--- config.mk ---
export PLATFORM = sky130hd
export DESIGN_NAME = fifo_wr_arbiter_flat
export DESIGN_NICKNAME = d
export VERILOG_FILES = /design/src/rtl/fifo_wr_arbiter_if.sv /design/src/rtl/fifo_wr_arbiter.sv /design/src/flat_wrapper.sv
export SDC_FILE = /design/constraint.sdc
export NUM_CORES = 1
export LEC_CHECK = 0
export BUFFER_PORTS_ARGS = -buffer_cell sky130_fd_sc_hd__buf_2
export CORE_MARGIN = 2
export CORE_UTILIZATION = 35
export DETAILED_ROUTE_END_ITERATION = 10
export MAX_ROUTING_LAYER = met4
export PLACE_DENSITY_LB_ADDON = 0.15
export SETUP_SLACK_MARGIN = 0.02
export SLEW_MARGIN = 20
export SYNTH_ARGS = -nofsm -noshare
export SYNTH_HDL_FRONTEND = slang
export SYNTH_SLANG_ARGS = --single-unit
--- constraint.sdc ---
create_clock -name wr_clk -period 7.15 [get_ports wr_clk]
set_clock_uncertainty 0.15 [all_clocks]
set_input_delay 0.3575 -clock wr_clk [delete_from_list [all_inputs] [get_ports wr_clk]]
set_output_delay 0.3575 -clock wr_clk [all_outputs]
set_load 0.02 [all_outputs]
--- src/rtl/fifo_wr_arbiter_if.sv ---
// Write-port bundle between the requesters, the arbiter and the FIFO write side.
// The arbiter takes the master modport; the requester/FIFO environment takes slave.
interface fifo_wr_arbiter_if #(
    parameter int NUM_REQ    = 4,
    parameter int DATA_WIDTH = 8,
    parameter int CNT_WIDTH  = 16
);
    localparam int ID_W = $clog2(NUM_REQ);

    logic [NUM_REQ-1:0]            req;
    logic [NUM_REQ*DATA_WIDTH-1:0] req_data;
    logic [NUM_REQ-1:0]            req_ack;
    logic                          full;
    logic                          wr_en;
    logic [DATA_WIDTH-1:0]         data_in;
    logic [ID_W-1:0]               grant_id;
    logic [CNT_WIDTH-1:0]          write_cnt;
    logic [CNT_WIDTH-1:0]          stall_cnt;

    modport master (
        input  req, req_data, full,
        output req_ack, wr_en, data_in, grant_id, write_cnt, stall_cnt
    );

    modport slave (
        output req, req_data, full,
        input  req_ack, wr_en, data_in, grant_id, write_cnt, stall_cnt
    );
endinterface

--- src/rtl/fifo_wr_arbiter.sv ---
// Write-side arbiter for the async FIFO: round-robin between NUM_REQ requesters
// with a bounded burst lock, zero-latency grant path, and saturating write/stall
// counters. Everything lives in the write clock domain.
module fifo_wr_arbiter #(
    parameter int NUM_REQ    = 4,
    parameter int DATA_WIDTH = 8,
    parameter int MAX_BURST  = 4,
    parameter int CNT_WIDTH  = 16
) (
    input  logic                wr_clk,
    input  logic                wr_rst,
    fifo_wr_arbiter_if.master   bus
);
    localparam int ID_W = $clog2(NUM_REQ);
    localparam int BC_W = $clog2(MAX_BURST + 1);

    logic [ID_W-1:0]      r_rr_ptr;
    logic [ID_W-1:0]      r_owner;
    logic                 r_lock;
    logic [BC_W-1:0]      r_burst_cnt;
    logic [CNT_WIDTH-1:0] r_write_cnt;
    logic [CNT_WIDTH-1:0] r_stall_cnt;

    logic                 w_any;
    logic                 w_owner_req;
    logic [ID_W-1:0]      w_search;
    logic [ID_W-1:0]      w_sel;
    logic                 w_xfer;
    logic [BC_W-1:0]      w_n;
    logic [ID_W-1:0]      w_rr_ptr_nxt;
    logic [ID_W-1:0]      w_owner_nxt;
    logic                 w_lock_nxt;
    logic [BC_W-1:0]      w_burst_cnt_nxt;

    // Requester selection: locked owner wins while it still requests, else rotate from rr_ptr.
    always_comb begin
        int  idx;
        logic found;
        idx         = 0;
        found       = 1'b0;
        w_search    = r_rr_ptr;
        w_any       = |bus.req;
        w_owner_req = bus.req[r_owner];
        for (int k = 0; k < NUM_REQ; k++) begin
            idx = int'(r_rr_ptr) + k;
            if (idx >= NUM_REQ) begin
                idx = idx - NUM_REQ;
            end else begin
                idx = idx;
            end
            if (!found && bus.req[idx]) begin
                found    = 1'b1;
                w_search = ID_W'(idx);
            end else begin
                found    = found;
            end
        end
        if (r_lock && w_owner_req) begin
            w_sel = r_owner;
        end else begin
            w_sel = w_search;
        end
        // full gates the write in the same cycle, so wr_en && full can never occur.
        w_xfer = w_any && !bus.full && !wr_rst;
    end

    // FIFO-facing outputs and per-requester acknowledge, all zero-latency.
    always_comb begin
        bus.wr_en    = w_xfer;
        bus.req_ack  = '0;
        bus.data_in  = '0;
        bus.grant_id = '0;
        if (w_xfer) begin
            bus.req_ack = {{(NUM_REQ-1){1'b0}}, 1'b1} << w_sel;
        end else begin
            bus.req_ack = '0;
        end
        if (w_any) begin
            bus.data_in  = bus.req_data[w_sel*DATA_WIDTH +: DATA_WIDTH];
            bus.grant_id = w_sel;
        end else begin
            bus.data_in  = '0;
            bus.grant_id = '0;
        end
        bus.write_cnt = r_write_cnt;
        bus.stall_cnt = r_stall_cnt;
    end

    // Next arbitration state: advance burst/rotation on a write, drop an abandoned lock, else hold.
    always_comb begin
        w_rr_ptr_nxt    = r_rr_ptr;
        w_owner_nxt     = r_owner;
        w_lock_nxt      = r_lock;
        w_burst_cnt_nxt = r_burst_cnt;
        if (r_lock && (w_sel == r_owner)) begin
            w_n = r_burst_cnt + BC_W'(1);
        end else begin
            w_n = BC_W'(1);
        end
        if (w_xfer) begin
            if (w_sel == ID_W'(NUM_REQ - 1)) begin
                w_rr_ptr_nxt = '0;
            end else begin
                w_rr_ptr_nxt = w_sel + ID_W'(1);
            end
            if (w_n == BC_W'(MAX_BURST)) begin
                w_lock_nxt      = 1'b0;
                w_burst_cnt_nxt = '0;
            end else begin
                w_lock_nxt      = 1'b1;
                w_owner_nxt     = w_sel;
                w_burst_cnt_nxt = w_n;
            end
        end else if (r_lock && !w_owner_req) begin
            // rr_ptr already points past the owner, so the search simply resumes there.
            w_lock_nxt      = 1'b0;
            w_burst_cnt_nxt = '0;
        end else begin
            // Stalled by full (or idle): a still-requesting owner keeps its lock and count.
            w_lock_nxt      = r_lock;
        end
    end

    // Arbitration state register with synchronous reset.
    always_ff @(posedge wr_clk) begin
        if (wr_rst) begin
            r_rr_ptr    <= '0;
            r_owner     <= '0;
            r_lock      <= 1'b0;
            r_burst_cnt <= '0;
        end else begin
            r_rr_ptr    <= w_rr_ptr_nxt;
            r_owner     <= w_owner_nxt;
            r_lock      <= w_lock_nxt;
            r_burst_cnt <= w_burst_cnt_nxt;
        end
    end

    // Saturating performance counters: accepted writes and full-blocked request cycles.
    always_ff @(posedge wr_clk) begin
        if (wr_rst) begin
            r_write_cnt <= '0;
            r_stall_cnt <= '0;
        end else begin
            if (w_xfer && (r_write_cnt != {CNT_WIDTH{1'b1}})) begin
                r_write_cnt <= r_write_cnt + CNT_WIDTH'(1);
            end else begin
                r_write_cnt <= r_write_cnt;
            end
            if (w_any && bus.full && (r_stall_cnt != {CNT_WIDTH{1'b1}})) begin
                r_stall_cnt <= r_stall_cnt + CNT_WIDTH'(1);
            end else begin
                r_stall_cnt <= r_stall_cnt;
            end
        end
    end
endmodule

--- src/flat_wrapper.sv ---
// flat-port wrapper written by rule: the top's interface ports become plain ports
module fifo_wr_arbiter_flat 
#(
    parameter int NUM_REQ    = 4,
    parameter int DATA_WIDTH = 8,
    parameter int MAX_BURST  = 4,
    parameter int CNT_WIDTH  = 16
)
  (wr_clk, wr_rst, bus_req, bus_req_data, bus_full, bus_req_ack, bus_wr_en, bus_data_in, bus_grant_id, bus_write_cnt, bus_stall_cnt);
  fifo_wr_arbiter_if #(.NUM_REQ(NUM_REQ), .DATA_WIDTH(DATA_WIDTH), .CNT_WIDTH(CNT_WIDTH)) bus_i ();
  input  logic wr_clk;
  input  logic wr_rst;
  input wire logic [$bits(bus_i.req)-1:0] bus_req;
  input wire logic [$bits(bus_i.req_data)-1:0] bus_req_data;
  input wire logic [$bits(bus_i.full)-1:0] bus_full;
  output wire logic [$bits(bus_i.req_ack)-1:0] bus_req_ack;
  output wire logic [$bits(bus_i.wr_en)-1:0] bus_wr_en;
  output wire logic [$bits(bus_i.data_in)-1:0] bus_data_in;
  output wire logic [$bits(bus_i.grant_id)-1:0] bus_grant_id;
  output wire logic [$bits(bus_i.write_cnt)-1:0] bus_write_cnt;
  output wire logic [$bits(bus_i.stall_cnt)-1:0] bus_stall_cnt;
  assign bus_i.req = bus_req;
  assign bus_i.req_data = bus_req_data;
  assign bus_i.full = bus_full;
  assign bus_req_ack = bus_i.req_ack;
  assign bus_wr_en = bus_i.wr_en;
  assign bus_data_in = bus_i.data_in;
  assign bus_grant_id = bus_i.grant_id;
  assign bus_write_cnt = bus_i.write_cnt;
  assign bus_stall_cnt = bus_i.stall_cnt;
  fifo_wr_arbiter #(.NUM_REQ(NUM_REQ), .DATA_WIDTH(DATA_WIDTH), .MAX_BURST(MAX_BURST), .CNT_WIDTH(CNT_WIDTH)) u_core (.wr_clk(wr_clk), .wr_rst(wr_rst), .bus(bus_i));
endmodule
Yosys cells after proc, flatten, opt, wreduce, memory -nomap -nowiden
Cells that the tools add are included.
{"block": "word_totals", "rom_bits": 0, "word_cells": 91, "ram_bits": 0, "reg_bits": 40, "n_memories": 0, "in_bits": 39, "latch_bits": 0, "out_inout_bits": 47}
{"block": "classes", "multipliers": 0, "n_eq_ne": 5, "n_mux": 37, "n_reduce_logical": 20, "n_bitwise": 1, "n_shift": 2, "div": 0, "order_cmp": 9, "add_sub_neg": 11}
{"operator": "< comparator 32 x 4 -> 1 bit, second input constant", "n": 4}
{"operator": "two-way mux 32 bit", "n": 4}
{"operator": "greater-or-equal comparator 32 x 4 -> 1 bit, second input constant", "n": 3}
{"operator": "subtractor 32 x 4 -> 32 bit, second input constant", "n": 3}
{"operator": "adder 16 x 1 -> 16 bit, second input constant", "n": 2}
{"operator": "inequality test 16 bit, second input constant", "n": 2}
{"operator": "indexed part select 32 x 6 -> 8 bit", "n": 1}
{"operator": "two-way mux 1 bit", "n": 15}
{"operator": "two-way mux 2 bit", "n": 7}
{"operator": "two-way mux 3 bit", "n": 4}
{"operator": "logical AND 1 bit", "n": 11}
{"operator": "binary-select mux 1 bit (select 2 bit)", "n": 5}
{"operator": "two-way mux 8 bit", "n": 1}
{"operator": "adder 2 x 2 -> 3 bit, second input constant", "n": 2}
{"operator": "zero test 1 bit", "n": 6}
{"operator": "two-way mux 4 bit", "n": 1}
{"operator": "OR reduction 4 bit", "n": 1}
{"operator": "left shift 1 x 2 -> 4 bit, first input constant", "n": 1}
{"operator": "subtractor 2 x 3 -> 4 bit, second input constant", "n": 1}
{"operator": "adder 2 x 1 -> 3 bit, second input constant", "n": 1}
{"operator": "adder 3 x 1 -> 3 bit, second input constant", "n": 1}
{"operator": "equality test 3 bit, second input constant", "n": 1}
{"operator": "greater-or-equal comparator 2 x 3 -> 1 bit, second input constant", "n": 1}
{"operator": "< comparator 2 x 3 -> 1 bit, second input constant", "n": 1}
{"operator": "6 further kinds", "n": 6}

Logic depth before layout (Yosys ltp)
{"block": "depth", "depth_word": 22, "depth_mapped": 9, "mapped_depth_nobuf": 8}

Worst setup path after synthesis
Ideal clock, no wire load.
{"block": "synth_path", "kind": "flip-flop to output port", "startpoint": "register u_core.r_owner[0]", "endpoint": "output bus_data_in[0]", "path_slack_ns": 4.524, "required_ns": 6.642, "arrival_ns": 2.119, "path_buffers": 2, "stages_incl_launch_ff": 8, "cell_sequence": "dfxtp_1 mux4_2 nand2_4 mux2_4 buf_6 buf_6 mux2i_1 o22ai_1"}
{"block": "synth_via", "elab_chain_len": 6}
{"item": "start: declaration", "line": "fifo_wr_arbiter.sv:18", "text": "logic [ID_W-1:0] r_owner;"}
{"item": "start signal: assignment", "line": "fifo_wr_arbiter.sv:133", "text": "r_owner <= w_owner_nxt;"}
{"item": "binary-select mux 1 bit (select 2 bit)", "line": "fifo_wr_arbiter.sv:43", "text": "w_owner_req = bus.req[r_owner];"}
{"item": "two-way mux 1 bit (not written as such)", "line": "fifo_wr_arbiter.sv:43"}
{"item": "logical AND 1 bit", "line": "fifo_wr_arbiter.sv:58", "text": "if (r_lock && w_owner_req) begin"}
{"item": "two-way mux 2 bit *", "line": "fifo_wr_arbiter.sv:58"}
{"item": "net u_core.w_sel[0]", "line": "fifo_wr_arbiter.sv:27", "text": "logic [ID_W-1:0] w_sel;"}
{"item": "indexed part select 32 x 6 -> 8 bit *", "line": "fifo_wr_arbiter.sv:79", "text": "bus.data_in = bus.req_data[w_sel*DATA_WIDTH +: DATA_WIDTH];"}
{"item": "two-way mux 8 bit *", "line": "fifo_wr_arbiter.sv:78", "text": "if (w_any) begin"}
{"item": "end: declaration", "line": "flat_wrapper.sv:18", "text": "output wire logic [$bits(bus_i.data_in)-1:0] bus_data_in;"}
Mark *: on every way through the listed nets, which the timed path passes. The rest lies on a longest branch. The select of a mux whose other input is x is not followed.

Final worst setup path
{"block": "layout_path", "startpoint": "register u_core.r_owner[0]", "endpoint": "output bus_req_ack[2]"}
{"block": "layout_via", "elab_chain_len": 6}
{"item": "binary-select mux 1 bit (select 2 bit)", "line": "fifo_wr_arbiter.sv:43"}
{"item": "two-way mux 1 bit (not written as such)", "line": "fifo_wr_arbiter.sv:43"}
{"item": "logical AND 1 bit", "line": "fifo_wr_arbiter.sv:58"}
{"item": "two-way mux 2 bit *", "line": "fifo_wr_arbiter.sv:58"}
{"item": "left shift 1 x 2 -> 4 bit *", "line": "fifo_wr_arbiter.sv:74", "text": "bus.req_ack = {{(NUM_REQ-1){1'b0}}, 1'b1} << w_sel;"}
{"item": "two-way mux 4 bit *", "line": "fifo_wr_arbiter.sv:73", "text": "if (w_xfer) begin"}
{"item": "end: declaration", "line": "flat_wrapper.sv:16", "text": "output wire logic [$bits(bus_i.req_ack)-1:0] bus_req_ack;"}
Every way passes the cells marked *; elsewhere a longest branch is shown, timed or not. The select of a mux whose other input is x is not followed.

==> metrics.txt <==
status finished, final reports clean; Yosys reg bits 40; DRT antenna net count 0; final HPWL from detailed placement ~4100 µm; die width 85.5 µm; fin crit share 41.4%; Reg clk slew, reported paths roughly 0.070 ns; Slew @ Worst Pin approximately 1.1 ns; final net count 404; HP Class primary input to flop; CTS tree built; Yosys cell types 44; First-pass DRT Iterations 4; Synth-to-Final Area Change 25.5%; GRT overflow 0; Setup Crit Path Kind flop to output port; DR vias/cell 5.06; share of cells above drive strength 1 between 20 and 30%; worst path bufs/invs 2; Reg power frac slightly above 40%; CP arrival between 2 and 2.5 ns; Clock Path Buffers 2; row count 29; Critical-path top delay cell mux4_2; syn_nets around 320; top_reg_cell synth dfxtp_1; Worst VDD drop between 80 and 90 µV; vias in the first global route 1,998; crit path time final 2.96 ns; switching part of the total 29.5%; Min Hold Slack ~0.33 ns; number of buffers created by CTS 5; Syn Area/Cell around 8.4 µm²; Clk Latency, worst-skew pair 0.29 ns; worst-path maximum fanout 20; Detail Route met3 WL approximately 250 µm; internal power roughly 410 µW; post-CTS sizing 0; total core area 6390 µm²; first-pass GRT wire length 9080 µm; PortBufs 85; Mapped Cells around 280; top-area cell type share of the netlist area 34.4%; Hold Path Origin bus_full; Synth area leaders dfxtp_1 34%, mux2i_1 8.2%, nor2_1 6.5%; initial antenna violation count 0; post-route setup TNS 0 ns; Crit. End Element output port; Crit path required time 6.64 ns; async set-reset flop share out of synthesis 0%; Crit path largest cell delay 0.60 ns; Psw around 170 µW; # setup viols final 0; Vert. Die Dim between 80 and 90 µm; CP Launch Type flop; DRC 0; DR WL met2 2630 µm; Ys Warns 0; kind of cell adding the most delay to the critical path multiplexers; hold worst-path end u_core.r_rr_ptr[1]; f_max ~340 MHz; R2R Path End u_core.r_rr_ptr[0]; Seq/Total Area, Yosys between 30% and 40%; Reg2Reg Depth 6; CP startpoint u_core.r_owner[0]; gpl congestion ~0.77; flop-to-flop setup slack about 4.6 ns; top routing layer in use met4; largest net degree at the start of global routing 41; root buffer cell clkbuf_8; setup bufs post-CTS 0; Final Util 45.7%; worst hold stages 4; # clock sinks 40; DIE AREA about 7300 µm²; Synth Cell Area 2330 µm²; max-cap violation count 0; routed wire length around 5600 µm; Power Density 198 nW/µm²; worst reg2reg path startpoint u_core.r_owner[0]; cell taking the most area after synthesis dfxtp_1; wl on met1 ~2600 µm; DR iter-0 viols 44; initial core utilization a little over a third; final hold vios 0; hold buffers post-CTS 0; Post-synth top cells 40 x dfxtp_1, 40 x nor2_1, 19 x mux2i_1, 19 x nand2_1, 16 x xor2_1; via count of the routed design ~2,200; # IOs between 80 and 90; Gate power share between 20% and 30%; clock power share between 30% and 40%; number of diodes 0; leakage 1.31 nW; Slew Limit Fails 0; DR WL/cell roughly 13 µm; worst relative slew slack roughly a quarter; crit-path cells mux4_2 > nand2_4 > mux2_4 > inv_1 > ha_1 > and2_1 > buf_2; Total GRT Usage roughly 15%; Post-synth EDFFs 0; CTS H-tree lvls 2; RSZ-0062 raised after global routing false
## sequential cells by signal (all words and copies together) (netlist names)
signal                cells
u_core.bus.stall_cnt     16
u_core.bus.write_cnt     16
u_core.r_burst_cnt        3
u_core.r_lock             1
u_core.r_owner            2
u_core.r_rr_ptr           2
## routing by layer
metal / track usage [%] / up-vias
li1: - / 1147
met1: 19.7 / 1004
met2: 25.0 / 47
met3: 3.46 / 6
met4: 3.90 / 0
met5: - / -
## logic make-up (layout without fill, tap and decap cells)
group	count (synthesis)	in the layout	synth area share (%)
AOI/OAI and AO/OA	37	37	10.2
xor gates and xnor gates	28	28	10.5
adders and majority gates	7	7	3.77
buffers and inverters	16	99	3.33
DFF	40	40	34.4
muxes	21	21	9.79
and+or+nand+nor	127	127	27.9
## worst min-delay path, stage by stage
cell and delay [ns]:
buf_2 0.13, nor2_1 0.11, nand2_1 0.08, a21oi_1 0.05
## layout make-up
type | count | area [µm²]
fill | 656 | 3470
multi-input combinational | 220 | 1450
sequential | 40 | 801
timing repair buffer | 85 | 425
clock buffer | 7 | 96.3
tap | 77 | 96.3
clock inverter | 1 | 30.0
inverter | 6 | 22.5
## per-stage QoR
step | cell area [µm²] | power [mW] | setup slack [ns] | cells
after global routing | 2920 | 0.609 | 4.03 | 436
after CTS | 2920 | 0.587 | 4.18 | 436
after detailed placement | 2790 | 0.382 | 4.22 | 428
final | 2920 | 0.578 | 4.19 | 436
after floorplan | 2330 | 0.344 | 4.52 | 276
after global placement | 2790 | 0.381 | 4.29 | 428
## cell usage in the layout (no fill, tap or decap), drive strengths merged, types with 4 or more instances in the layout
master	synthesis	routed
nand2	20	20
nand2b	4	4
or3	4	4
nor3	7	7
ha	7	7
inv	6	6
a21oi	9	9
o22ai	8	8
dfxtp	40	40
mux2i	19	19
nand4	12	12
nor2	40	40
and4	4	4
buf	5	85
clkbuf	5	7
xnor2	12	12
and2	5	5
o21ai	6	6
xor2	16	16
and3	6	6
nand3	11	11
## power groups by stage
stage	sequential (mW)	clock, mW	combinational (mW)
floorplan	0.241	0	0.102
global placement	0.241	0	0.140
global route	0.236	0.218	0.154
CTS	0.235	0.210	0.141
finish	0.235	0.203	0.140
detailed placement	0.241	0	0.141
## worst max path at each step
| stage | slack [ns] | cells past startpoint | endpoint |
|---|---|---|---|
| after floorplan | 4.52 | 7 | bus_data_in[0] |
| after global placement | 4.29 | 6 | u_core.bus.write_cnt[9] |
| after detailed placement | 4.22 | 5 | u_core.bus.write_cnt[7] |
| after CTS | 4.18 | 7 | bus_req_ack[2] |
| after global routing | 4.03 | 7 | bus_data_in[3] |
| final | 4.19 | 7 | bus_req_ack[2] |
Power figures use the tool's default switching activity.
